[src/rtl/keynsham_dbus_pkg.sv]
// keynsham_dbus_pkg: shared encodings, FSM state type and defaults for the
// Keynsham data-bus master. The optional timeout counter in the master is
// enabled with the KEYNSHAM_DBUS_TIMEOUT_EN macro.
package keynsham_dbus_pkg;

  // Request width encodings
  localparam logic [1:0] DBUS_BYTE = 2'b00;
  localparam logic [1:0] DBUS_HALF = 2'b01;
  localparam logic [1:0] DBUS_WORD = 2'b10;
  localparam logic [1:0] DBUS_RSVD = 2'b11;

  // Default number of unacknowledged ACCESS cycles before abort
  localparam int unsigned DBUS_TIMEOUT_DEFAULT = 255;

  typedef enum logic [1:0] {
    ST_IDLE   = 2'd0,
    ST_ACCESS = 2'd1,
    ST_DONE   = 2'd2
  } dbus_state_t;

endpackage

[src/rtl/keynsham_dbus_if.sv]
// keynsham_dbus_if: request/response handshake and d_* bus signals of the
// Keynsham data-bus master. The master modport is the block's own view; the
// slave modport is the view of the execute/writeback stages and responders.
interface keynsham_dbus_if;

  logic        req_valid;
  logic        req_ready;
  logic        req_wr;
  logic [31:0] req_addr;
  logic [1:0]  req_width;
  logic        req_signed;
  logic [31:0] req_wr_val;
  logic        rsp_valid;
  logic [31:0] rsp_data;
  logic        rsp_err;
  logic        d_access;
  logic [31:0] d_addr;
  logic [3:0]  d_bytesel;
  logic [31:0] d_wr_val;
  logic        d_wr_en;
  logic [31:0] d_data;
  logic        d_ack;

  modport master (
    input  req_valid, req_wr, req_addr, req_width, req_signed, req_wr_val,
    input  d_data, d_ack,
    output req_ready, rsp_valid, rsp_data, rsp_err,
    output d_access, d_addr, d_bytesel, d_wr_val, d_wr_en
  );

  modport slave (
    output req_valid, req_wr, req_addr, req_width, req_signed, req_wr_val,
    output d_data, d_ack,
    input  req_ready, rsp_valid, rsp_data, rsp_err,
    input  d_access, d_addr, d_bytesel, d_wr_val, d_wr_en
  );

endinterface

[src/rtl/keynsham_dbus_lanes.sv]
// keynsham_dbus_lanes: purely combinational little-endian lane logic. Produces
// byte enables, lane-replicated store data, extracted and extended load data
// and an alignment fault flag. The reserved width yields all-zero outputs and
// is flagged by the caller.
module keynsham_dbus_lanes
  import keynsham_dbus_pkg::*;
(
  input  logic [1:0]  i_addr_lo,
  input  logic [1:0]  i_width,
  input  logic        i_signed,
  input  logic [31:0] i_wr_val,
  input  logic [31:0] i_rd_data,
  output logic [3:0]  o_bytesel,
  output logic [31:0] o_wr_val,
  output logic [31:0] o_rd_val,
  output logic        o_misalign
);

  logic [7:0]  w_byte;
  logic [15:0] w_half;

  // Lane selection, replication and extension by access width
  always_comb begin
    o_bytesel  = 4'b0000;
    o_wr_val   = '0;
    o_rd_val   = '0;
    o_misalign = 1'b0;
    w_half     = i_addr_lo[1] ? i_rd_data[31:16] : i_rd_data[15:0];
    case (i_addr_lo)
      2'd0:    w_byte = i_rd_data[7:0];
      2'd1:    w_byte = i_rd_data[15:8];
      2'd2:    w_byte = i_rd_data[23:16];
      default: w_byte = i_rd_data[31:24];
    endcase
    case (i_width)
      DBUS_BYTE: begin
        o_bytesel = 4'b0001 << i_addr_lo;
        o_wr_val  = {4{i_wr_val[7:0]}};
        o_rd_val  = {{24{i_signed & w_byte[7]}}, w_byte};
      end
      DBUS_HALF: begin
        o_bytesel  = i_addr_lo[1] ? 4'b1100 : 4'b0011;
        o_wr_val   = {2{i_wr_val[15:0]}};
        o_rd_val   = {{16{i_signed & w_half[15]}}, w_half};
        o_misalign = i_addr_lo[0];
      end
      DBUS_WORD: begin
        o_bytesel  = 4'b1111;
        o_wr_val   = i_wr_val;
        o_rd_val   = i_rd_data;
        o_misalign = |i_addr_lo;
      end
      default: ;
    endcase
  end

endmodule

[src/rtl/keynsham_dbus_master.sv]
// keynsham_dbus_master: single-outstanding load/store initiator for the
// Keynsham data bus. IDLE -> ACCESS -> DONE, with faulty requests going
// straight to DONE. All d_* outputs are registered and zero outside ACCESS.
// Define KEYNSHAM_DBUS_TIMEOUT_EN to abort ACCESS after TIMEOUT_CYCLES
// unacknowledged cycles; otherwise ACCESS waits indefinitely.
module keynsham_dbus_master
  import keynsham_dbus_pkg::*;
#(
  parameter int unsigned TIMEOUT_CYCLES = DBUS_TIMEOUT_DEFAULT
) (
  input  logic              clk,
  input  logic              rst,
  keynsham_dbus_if.master   bus
);

  if (TIMEOUT_CYCLES < 1 || TIMEOUT_CYCLES > 65535) begin : g_cfg_check
    $error("keynsham_dbus_master: TIMEOUT_CYCLES out of range 1..65535");
  end

  dbus_state_t r_state, w_state_nxt;

  logic        r_wr;
  logic [1:0]  r_addr_lo;
  logic [1:0]  r_width;
  logic        r_signed;
  logic        r_rsp_err;
  logic [31:0] r_rsp_data;
  logic        r_d_access;
  logic [31:0] r_d_addr;
  logic [3:0]  r_d_bytesel;
  logic [31:0] r_d_wr_val;
  logic        r_d_wr_en;

  logic        w_idle;
  logic        w_access;
  logic        w_accept;
  logic        w_req_bad;
  logic        w_timeout;
  logic        w_leave_access;
  logic [1:0]  w_lane_addr;
  logic [1:0]  w_lane_width;
  logic        w_lane_signed;
  logic [3:0]  w_bytesel;
  logic [31:0] w_wr_val;
  logic [31:0] w_rd_val;
  logic        w_misalign;

  assign w_idle   = (r_state == ST_IDLE);
  assign w_access = (r_state == ST_ACCESS);
  assign w_accept = w_idle && bus.req_valid;

  // Lanes see the live request while idle and the captured one afterwards
  assign w_lane_addr   = w_idle ? bus.req_addr[1:0] : r_addr_lo;
  assign w_lane_width  = w_idle ? bus.req_width     : r_width;
  assign w_lane_signed = w_idle ? bus.req_signed    : r_signed;

  keynsham_dbus_lanes u_lanes (
    .i_addr_lo  (w_lane_addr),
    .i_width    (w_lane_width),
    .i_signed   (w_lane_signed),
    .i_wr_val   (bus.req_wr_val),
    .i_rd_data  (bus.d_data),
    .o_bytesel  (w_bytesel),
    .o_wr_val   (w_wr_val),
    .o_rd_val   (w_rd_val),
    .o_misalign (w_misalign)
  );

  assign w_req_bad = (bus.req_width == DBUS_RSVD) || w_misalign;

`ifdef KEYNSHAM_DBUS_TIMEOUT_EN
  localparam logic [15:0] LP_TIMEOUT = 16'(TIMEOUT_CYCLES);
  logic [15:0] r_tmo_cnt;

  // Count unacknowledged ACCESS cycles; held at zero outside ACCESS
  always_ff @(posedge clk) begin
    if (rst || !w_access) r_tmo_cnt <= '0;
    else if (!bus.d_ack)  r_tmo_cnt <= r_tmo_cnt + 16'd1;
  end

  // An ack in the expiry cycle takes priority over the timeout
  assign w_timeout = w_access && !bus.d_ack && ((r_tmo_cnt + 16'd1) == LP_TIMEOUT);
`else
  assign w_timeout = 1'b0;
`endif

  assign w_leave_access = w_access && (bus.d_ack || w_timeout);

  // State register
  always_ff @(posedge clk) begin
    if (rst) r_state <= ST_IDLE;
    else     r_state <= w_state_nxt;
  end

  // Next-state decode
  always_comb begin
    w_state_nxt = r_state;
    case (r_state)
      ST_IDLE:   if (bus.req_valid) w_state_nxt = w_req_bad ? ST_DONE : ST_ACCESS;
      ST_ACCESS: if (w_leave_access) w_state_nxt = ST_DONE;
      ST_DONE:   w_state_nxt = ST_IDLE;
      default:   w_state_nxt = ST_IDLE;
    endcase
  end

  // Capture request fields needed for load extraction
  always_ff @(posedge clk) begin
    if (w_accept) begin
      r_wr      <= bus.req_wr;
      r_addr_lo <= bus.req_addr[1:0];
      r_width   <= bus.req_width;
      r_signed  <= bus.req_signed;
    end
  end

  // Registered bus outputs: loaded on a good accept, cleared on leaving ACCESS
  always_ff @(posedge clk) begin
    if (rst || w_leave_access) begin
      r_d_access  <= 1'b0;
      r_d_addr    <= '0;
      r_d_bytesel <= '0;
      r_d_wr_val  <= '0;
      r_d_wr_en   <= 1'b0;
    end else if (w_accept && !w_req_bad) begin
      r_d_access  <= 1'b1;
      r_d_addr    <= {bus.req_addr[31:2], 2'b00};
      r_d_bytesel <= w_bytesel;
      r_d_wr_val  <= bus.req_wr ? w_wr_val : '0;
      r_d_wr_en   <= bus.req_wr;
    end
  end

  // Response registers: valid only while in DONE, zero otherwise
  always_ff @(posedge clk) begin
    if (rst || r_state == ST_DONE) begin
      r_rsp_err  <= 1'b0;
      r_rsp_data <= '0;
    end else if (w_accept) begin
      r_rsp_err  <= w_req_bad;
      r_rsp_data <= '0;
    end else if (w_access && bus.d_ack) begin
      r_rsp_err  <= 1'b0;
      r_rsp_data <= r_wr ? '0 : w_rd_val;
    end else if (w_timeout) begin
      r_rsp_err  <= 1'b1;
      r_rsp_data <= '0;
    end
  end

  assign bus.req_ready = w_idle;
  assign bus.rsp_valid = (r_state == ST_DONE);
  assign bus.rsp_err   = r_rsp_err;
  assign bus.rsp_data  = r_rsp_data;
  assign bus.d_access  = r_d_access;
  assign bus.d_addr    = r_d_addr;
  assign bus.d_bytesel = r_d_bytesel;
  assign bus.d_wr_val  = r_d_wr_val;
  assign bus.d_wr_en   = r_d_wr_en;

endmodule

[src/flat_wrapper.sv]
// flat-port wrapper written by rule: the top's interface ports become plain ports
module keynsham_dbus_master_flat import keynsham_dbus_pkg::*;
#(
  parameter int unsigned TIMEOUT_CYCLES = DBUS_TIMEOUT_DEFAULT
)
  (clk, rst, bus_req_valid, bus_req_wr, bus_req_addr, bus_req_width, bus_req_signed, bus_req_wr_val, bus_d_data, bus_d_ack, bus_req_ready, bus_rsp_valid, bus_rsp_data, bus_rsp_err, bus_d_access, bus_d_addr, bus_d_bytesel, bus_d_wr_val, bus_d_wr_en);
  keynsham_dbus_if bus_i ();
  input  logic clk;
  input  logic rst;
  input wire logic [$bits(bus_i.req_valid)-1:0] bus_req_valid;
  input wire logic [$bits(bus_i.req_wr)-1:0] bus_req_wr;
  input wire logic [$bits(bus_i.req_addr)-1:0] bus_req_addr;
  input wire logic [$bits(bus_i.req_width)-1:0] bus_req_width;
  input wire logic [$bits(bus_i.req_signed)-1:0] bus_req_signed;
  input wire logic [$bits(bus_i.req_wr_val)-1:0] bus_req_wr_val;
  input wire logic [$bits(bus_i.d_data)-1:0] bus_d_data;
  input wire logic [$bits(bus_i.d_ack)-1:0] bus_d_ack;
  output wire logic [$bits(bus_i.req_ready)-1:0] bus_req_ready;
  output wire logic [$bits(bus_i.rsp_valid)-1:0] bus_rsp_valid;
  output wire logic [$bits(bus_i.rsp_data)-1:0] bus_rsp_data;
  output wire logic [$bits(bus_i.rsp_err)-1:0] bus_rsp_err;
  output wire logic [$bits(bus_i.d_access)-1:0] bus_d_access;
  output wire logic [$bits(bus_i.d_addr)-1:0] bus_d_addr;
  output wire logic [$bits(bus_i.d_bytesel)-1:0] bus_d_bytesel;
  output wire logic [$bits(bus_i.d_wr_val)-1:0] bus_d_wr_val;
  output wire logic [$bits(bus_i.d_wr_en)-1:0] bus_d_wr_en;
  assign bus_i.req_valid = bus_req_valid;
  assign bus_i.req_wr = bus_req_wr;
  assign bus_i.req_addr = bus_req_addr;
  assign bus_i.req_width = bus_req_width;
  assign bus_i.req_signed = bus_req_signed;
  assign bus_i.req_wr_val = bus_req_wr_val;
  assign bus_i.d_data = bus_d_data;
  assign bus_i.d_ack = bus_d_ack;
  assign bus_req_ready = bus_i.req_ready;
  assign bus_rsp_valid = bus_i.rsp_valid;
  assign bus_rsp_data = bus_i.rsp_data;
  assign bus_rsp_err = bus_i.rsp_err;
  assign bus_d_access = bus_i.d_access;
  assign bus_d_addr = bus_i.d_addr;
  assign bus_d_bytesel = bus_i.d_bytesel;
  assign bus_d_wr_val = bus_i.d_wr_val;
  assign bus_d_wr_en = bus_i.d_wr_en;
  keynsham_dbus_master #(.TIMEOUT_CYCLES(TIMEOUT_CYCLES)) u_core (.clk(clk), .rst(rst), .bus(bus_i));
endmodule
[config.mk]
export PLATFORM = sky130hd
export DESIGN_NAME = keynsham_dbus_master_flat
export DESIGN_NICKNAME = d
export VERILOG_FILES = /design/src/rtl/keynsham_dbus_pkg.sv /design/src/rtl/keynsham_dbus_if.sv /design/src/rtl/keynsham_dbus_lanes.sv /design/src/rtl/keynsham_dbus_master.sv /design/src/flat_wrapper.sv
export SDC_FILE = /design/constraint.sdc
export NUM_CORES = 1
export LEC_CHECK = 0
export ABC_AREA = 1
export BUFFER_PORTS_ARGS = -buffer_cell sky130_fd_sc_hd__buf_2
export CAP_MARGIN = 20
export CORE_ASPECT_RATIO = 1.25
export CORE_MARGIN = 2
export CORE_UTILIZATION = 48
export CTS_CLUSTER_DIAMETER = 60
export DETAILED_ROUTE_END_ITERATION = 12
export PLACE_DENSITY = 0.85
export SYNTH_ARGS = -nofsm -noshare
export SYNTH_HDL_FRONTEND = slang
export SYNTH_SLANG_ARGS = --single-unit
[constraint.sdc]
create_clock -name clk -period 3.2 [get_ports clk]
set_input_delay 0.16 -clock clk [delete_from_list [all_inputs] [get_ports clk]]
set_output_delay 0.16 -clock clk [all_outputs]
set_load 0.01 [all_outputs]
==> results of run 1 <==
==> registers in the layout (all words and copies together), names as in the netlist <==
signal,cells
u_core.bus.d_wr_val,32
u_core.r_addr_lo,2
u_core.bus.d_addr,30
u_core.r_signed,1
u_core.bus.d_access,1
u_core.bus.rsp_data,32
u_core.bus.d_wr_en,1
u_core.bus.rsp_err,1
u_core.r_wr,1
u_core.bus.d_bytesel,4
u_core.r_state,2
u_core.r_width,2
==> power by group <==
part	switching, mW	internal, mW
combinational	0.883	0.427
sequential	0.0434	1.46
clock	0.560	0.634
total	1.49	2.52
==> kinds of logic after synthesis <==
kind of cell	after synthesis
compound gates	191
other cells	1
flops	109
simple gates	409
fa+ha+maj	4
buf+inv	139
==> metal layers <==
metal | wire, um | vias up | track usage
li1 | - | 3149 | -
met3 | 1570 | 38 | 0.0612
met1 | 6850 | 2851 | 0.312
met2 | 8200 | 300 | 0.435
met5 | 0 | - | 0
met4 | 495 | 0 | 0.102
==> path summary, 6_finish.rpt <==
| kind | start | to | slack (ps) | cells past startpoint |
|---|---|---|---|---|
| worst min register to register | u_core.bus.d_access | u_core.bus.d_access | 450 | 2 |
| worst max register to register | u_core.r_state[0] | u_core.bus.d_addr[12] | 360 | 13 |
| worst min-delay path | bus_req_addr[0] | u_core.r_addr_lo[0] | 20 | 1 |
| worst max-delay path | u_core.r_state[0] | u_core.bus.d_addr[12] | 360 | 13 |
==> layout make-up <==
cell class / count / area share
tap: 161 / 0.0284
sequential: 109 / 0.316
multi-input combinational: 606 / 0.411
timing repair buffer: 222 / 0.164
clock inverter: 7 / 0.0141
clock buffer: 9 / 0.0317
inverter: 66 / 0.0349
==> what timing repair did <==
item / in CTS / in global routing
hold buffers: 2 / 0
buffers inserted: 0 / 0
hold endpoints to repair: 2 / 0
==> cell usage after synthesis <==
master	instances	area, um2
nand2_1	253	950
a211oi_1	16	120
nand4_1	63	394
inv_1	62	233
nand2_2	3	18.8
or2_2	2	12.5
buf_4	10	75.1
o21ai_0	37	185
buf_2	9	45.0
nor3_1	16	80.1
buf_1	3	11.3
nor2_4	1	11.3
dfxtp_1	103	2060
nor2_8	1	20.0
nand3_1	23	115
buf_6	9	101
nor3_2	2	20.0
inv_2	4	15.0
o21ai_4	1	16.3
nor2_2	1	6.26
nand3_2	2	20.0
a21oi_1	135	676
nand2_4	2	22.5
clkbuf_1	42	158
o21ai_1	2	10.0
ha_1	4	50.1
conb_1	1	3.75
edfxtp_1	6	180
nor2_1	39	146
nand3b_4	1	20.0
==> per-stage QoR <==
stage               area [um2]  worst slack (ps)  power [mW]  std cells
finish                    7110               358        4.00       1180
global route              7110              55.3        4.25       1180
CTS                       7110               355        4.02       1180
detailed placement        6760               408        2.82       1162
global placement          6760               493        2.81       1162
floorplan                 5780               842        2.51        854
==> impl_metrics.tcl, run 1 <==
set metrics [dict create \
    status "complete, no violations" \
    setup_tns_ps 0 \
    clock-sinks 109 \
    grt_pass1_vias 5696 \
    yosys_warnings 0 \
    cp-start-kind "register" \
    clk_latency_ps 350 \
    leakage_nw 3.43 \
    critical_path_buf_inv_count 4 \
    cts_tree "built" \
    clk_pin_slew_ps 80 \
    syn_area_per_cell_um2 6.77 \
    cts.path.max_buffers 2 \
    synth_compound_area_frac 0.174 \
    dp_hpwl_mm 11.8 \
    area_growth_pct 23.0 \
    worstSetupPathType "reg2reg" \
    layout.nets 1122 \
    critPathMaxFanout 54 \
    ys_ff_latch 109 \
    start_util 0.495 \
    multi_input_area_um2 2920 \
    setup_viol 0 \
    cts_buffers 9 \
    cp_slowest_stage_delay_ps 450 \
    die_x_um 102 \
    synth_xor_area_frac 0 \
    gp_congestion 0.908 \
    worstMarginPinSlew_ps 966 \
    muxShareOfSynthArea 0 \
    ctsResizeCount 0 \
    peakVddDrop_v 0.000257 \
    fill_cells 1115 \
    yosys.cell_types.count 30 \
    post-route-util 0.609 \
    seq_area_frac_synth 0.388 \
    firstDrtPassIters 6 \
    path_cells "inv_2 > nand2_2 > or2_2 > o21ai_0 > inv_1 > ha_1 > inv_1 > o21ai_1 > nand3b_4 > nand3_2 > buf_4 > nand2_1 > a21oi_1" \
    regArea_um2 2240 \
    antennaDiodeCount 0 \
    period_share 0.888 \
    critPathRequiredTime_ps 3470 \
    synth_cells 853 \
    std_cell_rows 44 \
    netlist_area_um2 5780 \
    hold_viol_final 0 \
    final.setup_skew_ps 10.9 \
    drt_wl_total_mm 17.1 \
    post_route_cells_drive_above_1_share 0.254 \
    final_common_cell "nand2_1" \
    via_per_inst 5.37 \
    worst-endpoint-arrival_ps 3110 \
    hold_class "in2reg" \
    drc 0 \
    io_pins 209 \
    timing.fmax_mhz 352 \
    vias 6338 \
    grt_pass1_wl_mm 27.0 \
    port_buffers 206 \
    yosys.area_share.simple 0.318 \
    design.die.area_um2 12900 \
    grt_antenna_before_repair 0 \
    drtIter0Drc 334 \
    die_h_um 127 \
    slew_headroom 0.355 \
    grt_use_total 0.257 \
    grt_max_degree 66 \
    synthAdderAreaFrac 0.00866 \
    maxSlewViolCount 0 \
    finalCriticalPeriod_ps 2840 \
    wire_per_inst_um 14.5 \
    cpLargestDelayFamily "simple AND/OR/NAND/NOR gates" \
    core_um2 11700 \
    rsz0062_at_grt "false" \
    final_cell_mix "nand2_1, buf_2, a21oi_1" \
    synth_top_family_by_area "simple AND/OR/NAND/NOR gates" \
    antenna_violating_nets_post_route 0 \
    grt_overflow 0 \
    htree_levels 3 \
    maxCapViolations 0 \
    holdWs_ps 18.9 \
    root_buffer "clkbuf_16" \
    cp_common_cell "inv_1" \
    p_per_area_nw_per_um2 563 \
    endpoint_kind "register" \
    slowest_stage "dfxtp_1" \
]
Power figures use the tool's default switching activity.
==> run 2, diff against run 1 <==
- ABC_AREA: 1 -> unset
- PLACE_DENSITY: 0.85 -> 0.86
==> run 2 against run 1 <==
Net effect:
- non-clock buffer count decreased by 1
- fmax rose by 0.26%
- register-to-register slack is essentially flat
- clock skew decreased by 2.4 ps
- hold slack better by 1.7 ps
- global-route usage increased by 0.80 points
- routed wire length is 5.4% lower
- synthesized cell count fell by 28%
- sequential power about the same
- first-iteration DRC count is 38% higher
- synthesized area fell by 10%
- utilization rose by 0.88 points
- critical endpoint is now u_core.bus.d_wr_val[6]
- largest cell class unchanged
==> impl_metrics.tcl, run 2 <==
set metrics [dict create \
    path_cells "or2_1 > inv_2 > mux2i_1 > ha_1 > buf_4 > or2_2 > nor2_1 > nor4b_2 > nand4_1 > o21ai_0" \
    period_share 0.886 \
    routed.top_layer "met4" \
    grt_pass1_vias 5204 \
    hp-start "bus_req_signed" \
    p_per_area_nw_per_um2 539 \
    cpLargestDelayFamily "simple AND/OR/NAND/NOR gates" \
    vias 5565 \
    yosys.cell_types.count 62 \
    netlist_area_um2 5180 \
    root_buffer "clkbuf_16" \
    yosys_warnings 0 \
    finalPower_mw 3.51 \
    r2r-end "u_core.bus.d_wr_val[6]" \
    regArea_um2 2240 \
    drtIter0Drc 462 \
    die_x_um 96.9 \
    fin_ws_ps 365 \
    grt_pass1_wl_mm 25.6 \
    holdWs_ps 20.6 \
    grt_overflow 0 \
    power.switching_mw 1.14 \
    leakage_nw 2.94 \
    cp_slowest_stage_delay_ps 630 \
    clock-sinks 109 \
    layout.nets 893 \
    grt_max_degree 45 \
    reg2reg_from "u_core.r_state[1]" \
    dp_hpwl_mm 11.4 \
    cts_tree "built" \
    maxCapViolations 0 \
    routed-wl-met2_mm 7.94 \
    hold_viol_final 0 \
    wl_met3_mm 1.56 \
    synth_edf_count 6 \
    power.share.switching 0.324 \
    drt_wl_total_mm 16.2 \
    cts_buffers 9 \
    postCtsSetupRepairBufs 0 \
    post-route-util 0.618 \
    place_area_um2 6230 \
    p_int_mw 2.37 \
    setup_viol 0 \
    post_route_cells_drive_above_1_share 0.324 \
    design.die.area_um2 11600 \
    via_per_inst 6.04 \
    final_cell_mix "buf_2, dfxtp_1, a21oi_1" \
    hold_end "u_core.r_signed" \
    synth_cells 611 \
    firstDrtPassIters 6 \
    critPathMaxFanout 27 \
    grt_use_total 0.265 \
    grt_antenna_before_repair 0 \
    slowest_stage "nor4b_2" \
    area_growth_pct 26.0 \
    place_inst 906 \
    htree_levels 3 \
    port_buffers 206 \
    slew_headroom 0.255 \
    io_pins 209 \
    power_frac_comb 0.262 \
    status "complete, no violations" \
    synth_top_area_share 0.398 \
    setup.worst_path.start "u_core.r_state[1]" \
    stdcell_area_um2 6520 \
    wl_met1_mm 6.26 \
    fin_cells 922 \
    gp_congestion 0.863 \
    final.setup_skew_ps 8.52 \
    peakVddDrop_v 0.000322 \
    rsz0062_at_grt "false" \
    seq_area_frac_synth 0.433 \
    die_h_um 120 \
    yosys-top-cells-area "dfxtp_1, a21oi_1, o21ai_0, nand2_1, o2bb2ai_1" \
    reg2reg_depth 10 \
    antennaDiodeCount 0 \
    finalCriticalPeriod_ps 2830 \
    hold_depth 1 \
    cp-start-kind "register" \
    worst-endpoint-arrival_ps 3090 \
    worstMarginPinSlew_ps 1120 \
    ctsHoldBuffers 0 \
    start_util 0.490 \
    clk_pin_slew_ps 70 \
    ctsResizeCount 0 \
    multi_input_area_um2 2650 \
    fill_cells 958 \
    wire_per_inst_um 17.6 \
    yosys.cell_count.top_type "dfxtp_1" \
    critical_path_buf_inv_count 2 \
    synth_area_leader_cell "dfxtp_1" \
    hold_class "in2reg" \
    core_um2 10600 \
    timing.fmax_mhz 353 \
    ys_top_cells_by_count "dfxtp_1, a21oi_1, nand2_1, o21ai_0, clkbuf_1" \
    postSynth.asyncResetShare 0 \
    clk_latency_ps 340 \
    antenna_violating_nets_post_route 0 \
    endpoint_kind "register" \
    r2r_setup_slack_ps 370 \
    critPathRequiredTime_ps 3450 \
    syn_area_per_cell_um2 8.48 \
    setup_tns_ps 0 \
    power.share.sequential 0.420 \
    drc 0 \
    clockPowerShare 0.318 \
    ys_ff_latch 109 \
    worstSetupPathType "reg2reg" \
    synthFlopType "dfxtp_1" \
    maxSlewViolCount 0 \
    final_common_cell "buf_2" \
    std_cell_rows 42 \
    cts.path.max_buffers 2 \
    place_ws_ps 380 \
]
[run 2: cell types whose count changed in the layout (fill, tap and decap cells not counted), moves of 9 or more]
cell / previous run / this run
nand4_1: 63 / 8
nand2_1: 251 / 72
a21oi_1: 135 / 98
inv_1: 62 / 7
o2bb2ai_1: 0 / 24
mux2i_1: 0 / 9
nor3_1: 16 / 0
o21ai_0: 37 / 61
nor2_1: 38 / 17
a222oi_1: 0 / 9
a22oi_1: 0 / 15
a211oi_1: 16 / 7
nand3_1: 23 / 33
[run 2: worst max path at each step]
stage,endpoint,slack (ps),cells after the start
after floorplan,u_core.bus.rsp_data[0],520,12
after global placement,u_core.bus.d_wr_val[26],520,9
after detailed placement,u_core.bus.d_wr_val[5],380,10
after CTS,u_core.bus.d_wr_val[6],350,10
after global routing,u_core.bus.d_wr_val[6],120,10
final,u_core.bus.d_wr_val[6],370,10
[run 2: layer usage]
layer | up-vias | global-route usage
met5 | - | 0
met4 | 0 | 0.0915
met3 | 39 | 0.0687
met2 | 326 | 0.454
met1 | 2584 | 0.323
li1 | 2616 | -
[run 2: kinds of logic (layout without fill, tap and decap cells)]
| group | count (synthesis) | in the layout | share of synthesized area |
|---|---|---|---|
| compound gates | 267 | 267 | 0.331 |
| fa+ha+maj | 4 | 4 | 0.00966 |
| buf+inv | 67 | 245 | 0.0592 |
| flops | 109 | 109 | 0.433 |
| mux | 11 | 11 | 0.0225 |
| other cells | 1 | 2 | 0.000724 |
| simple gates | 152 | 152 | 0.144 |
[run 2: final cells by class]
| type | count | share of cell area |
|---|---|---|
| clock buffers | 11 | 0.0357 |
| inverters | 8 | 0.00460 |
| clock inverters | 5 | 0.00921 |
| flip-flops and latches | 109 | 0.344 |
| repair buffers | 221 | 0.175 |
| multi-input cells | 436 | 0.406 |
| well taps | 132 | 0.0253 |
[run 2: power groups by stage]
| stage | sequential (mW) | combinational, mW | clock, mW |
|---|---|---|---|
| floorplan | 1.54 | 0.579 | 0 |
| global placement | 1.51 | 0.898 | 0 |
| detailed placement | 1.51 | 0.908 | 0 |
| CTS | 1.48 | 0.912 | 1.14 |
| global route | 1.49 | 1.00 | 1.18 |
| finish | 1.48 | 0.921 | 1.12 |
==> run 3, diff against run 2 <==
- CORE_UTILIZATION: 48 -> 49
- PLACE_DENSITY: 0.86 -> 0.88
- RECOVER_POWER: unset -> 25
==> run 3 against run 2 <==
Net effect:
- sequential power barely moved
- utilization rose by 1.9 points
- largest power group unchanged
- critical path type unchanged
- critical endpoint is now u_core.bus.rsp_data[2]
- cell area down 0.38%
- global-route usage grew 1.2 points
- register-to-register slack lost 20 ps
- clock-buffer cell count is 1 higher
- die area shrank 2.0%
- sequential share of layout area rose by 0.13 points
- fmax down 0.54%
==> impl_metrics.tcl, run 3 (synthesized netlist as in run 2, its figures left out) <==
set metrics [dict create \
    status "complete, no violations" \
    grt_pass1_vias 5110 \
    place_inst 905 \
    final_common_cell "buf_2" \
    reg2reg_depth 9 \
    finalCriticalPeriod_ps 2850 \
    setup_viol 0 \
    gp_congestion 0.886 \
    antenna_violating_nets_post_route 0 \
    wire_per_inst_um 17.6 \
    maxCapViolations 0 \
    leakage_nw 2.74 \
    slew_headroom 0.419 \
    clock-sinks 109 \
    place_ws_ps 334 \
    port_buffers 206 \
    hp-start "bus_req_signed" \
    maxSlewViolCount 0 \
    postCtsSetupRepairBufs 0 \
    period_share 0.891 \
    grt_antenna_before_repair 0 \
    endpoint_kind "register" \
    r2r-end "u_core.bus.rsp_data[2]" \
    worst-endpoint-arrival_ps 3150 \
    p_per_area_nw_per_um2 544 \
    die_x_um 96.0 \
    cts.path.max_buffers 2 \
    drtIter0Drc 463 \
    clk_latency_ps 350 \
    antennaDiodeCount 0 \
    final_cell_mix "buf_2, dfxtp_1, a21oi_1" \
    core_um2 10200 \
    grt_max_degree 45 \
    final.setup_skew_ps 6.42 \
    grt_overflow 0 \
    firstDrtPassIters 5 \
    io_pins 209 \
    setup_tns_ps 0 \
    root_buffer "clkbuf_16" \
    hold_viol_final 0 \
    grt_use_total 0.277 \
    holdWs_ps 36.4 \
    die_h_um 119 \
    worstSetupPathType "reg2reg" \
    reg2reg_from "u_core.r_state[1]" \
    timing.fmax_mhz 351 \
    clk_pin_slew_ps 70 \
    fin_cells 921 \
    peakVddDrop_v 0.000285 \
    rsz0062_at_grt "false" \
    dp_hpwl_mm 11.5 \
    cts_tree "built" \
    area_growth_pct 25.5 \
    regArea_um2 2240 \
    hold_depth 1 \
    grt_pass1_wl_mm 25.1 \
    post_route_cells_drive_above_1_share 0.259 \
    drc 0 \
    cp-start-kind "register" \
    worstMarginPinSlew_ps 872 \
    vias 5522 \
    design.die.area_um2 11400 \
    critPathRequiredTime_ps 3500 \
    via_per_inst 6.00 \
    cts_buffers 9 \
    start_util 0.507 \
    hold_end "u_core.r_signed" \
    htree_levels 3 \
    fin_ws_ps 350 \
    critPathMaxFanout 12 \
    drt_wl_total_mm 16.2 \
    hold_class "in2reg" \
    layout.nets 895 \
    multi_input_area_um2 2670 \
    r2r_setup_slack_ps 350 \
    std_cell_rows 41 \
    fill_cells 946 \
]
-- run 3: worst max-delay path: stages (launching register included) --
cell and delay [ps]:
dfxtp_1 400, or2_1 280, inv_2 110, mux2i_1 320, inv_1 110, ha_1 280, or3_1 460, or3_1 460
a211oi_1 250, a211o_1 130
-- run 3: how the worst max path moves through the flow --
| stage | start | end | slack (ps) | cells after the start |
|---|---|---|---|---|
| 6_report | u_core.r_state[1] | u_core.bus.rsp_data[2] | 350 | 9 |
| 5_1_grt | u_core.r_state[1] | u_core.bus.rsp_data[1] | 80 | 9 |
| 4_1_cts | u_core.r_state[1] | u_core.bus.d_wr_val[5] | 270 | 10 |
| 3_5_place_dp | u_core.r_state[1] | u_core.bus.d_wr_val[12] | 330 | 9 |
| 3_3_place_gp | u_core.r_state[1] | u_core.bus.d_wr_val[11] | 420 | 9 |
| 2_1_floorplan | u_core.r_state[1] | u_core.bus.rsp_data[0] | 520 | 12 |
-- run 3: layout make-up --
type	instances	area share
clock buffer	12	0.0429
clock inverter	4	0.00443
inverter	8	0.00462
multi-input combinational	436	0.410
sequential	109	0.345
tap	129	0.0248
timing repair buffer	223	0.168
-- run 3: through the flow --
stage | power (mW) | util | instance area [um2]
6_report | 3.54 | 0.637 | 6500
5_1_grt | 3.69 | 0.637 | 6500
4_1_cts | 3.53 | 0.642 | 6550
3_5_place_dp | 2.41 | 0.611 | 6240
3_3_place_gp | 2.40 | 0.611 | 6240
2_1_floorplan | 2.12 | - | 5180
-- run 3: timing repair --
item                                    CTS  global route
hold buffers                              0             0
hold endpoints to repair                  0             0
resized for setup                         0             2
endpoints found under the setup margin    0            11
-- run 3: report_power, final --
part / switching, mW / internal [mW] / leakage, nW
logic: 0.600 / 0.316 / 1.70
clock network: 0.516 / 0.624 / 0.145
registers: 0.0377 / 1.44 / 0.892
total: 1.15 / 2.38 / 2.74
-- run 3: routing by layer --
layer / GRT usage / up-vias / routed length (um)
li1: - / 2626 / -
met1: 0.339 / 2540 / 6250
met2: 0.449 / 309 / 7900
met3: 0.0797 / 47 / 1470
met4: 0.120 / 0 / 611
met5: 0 / - / 0
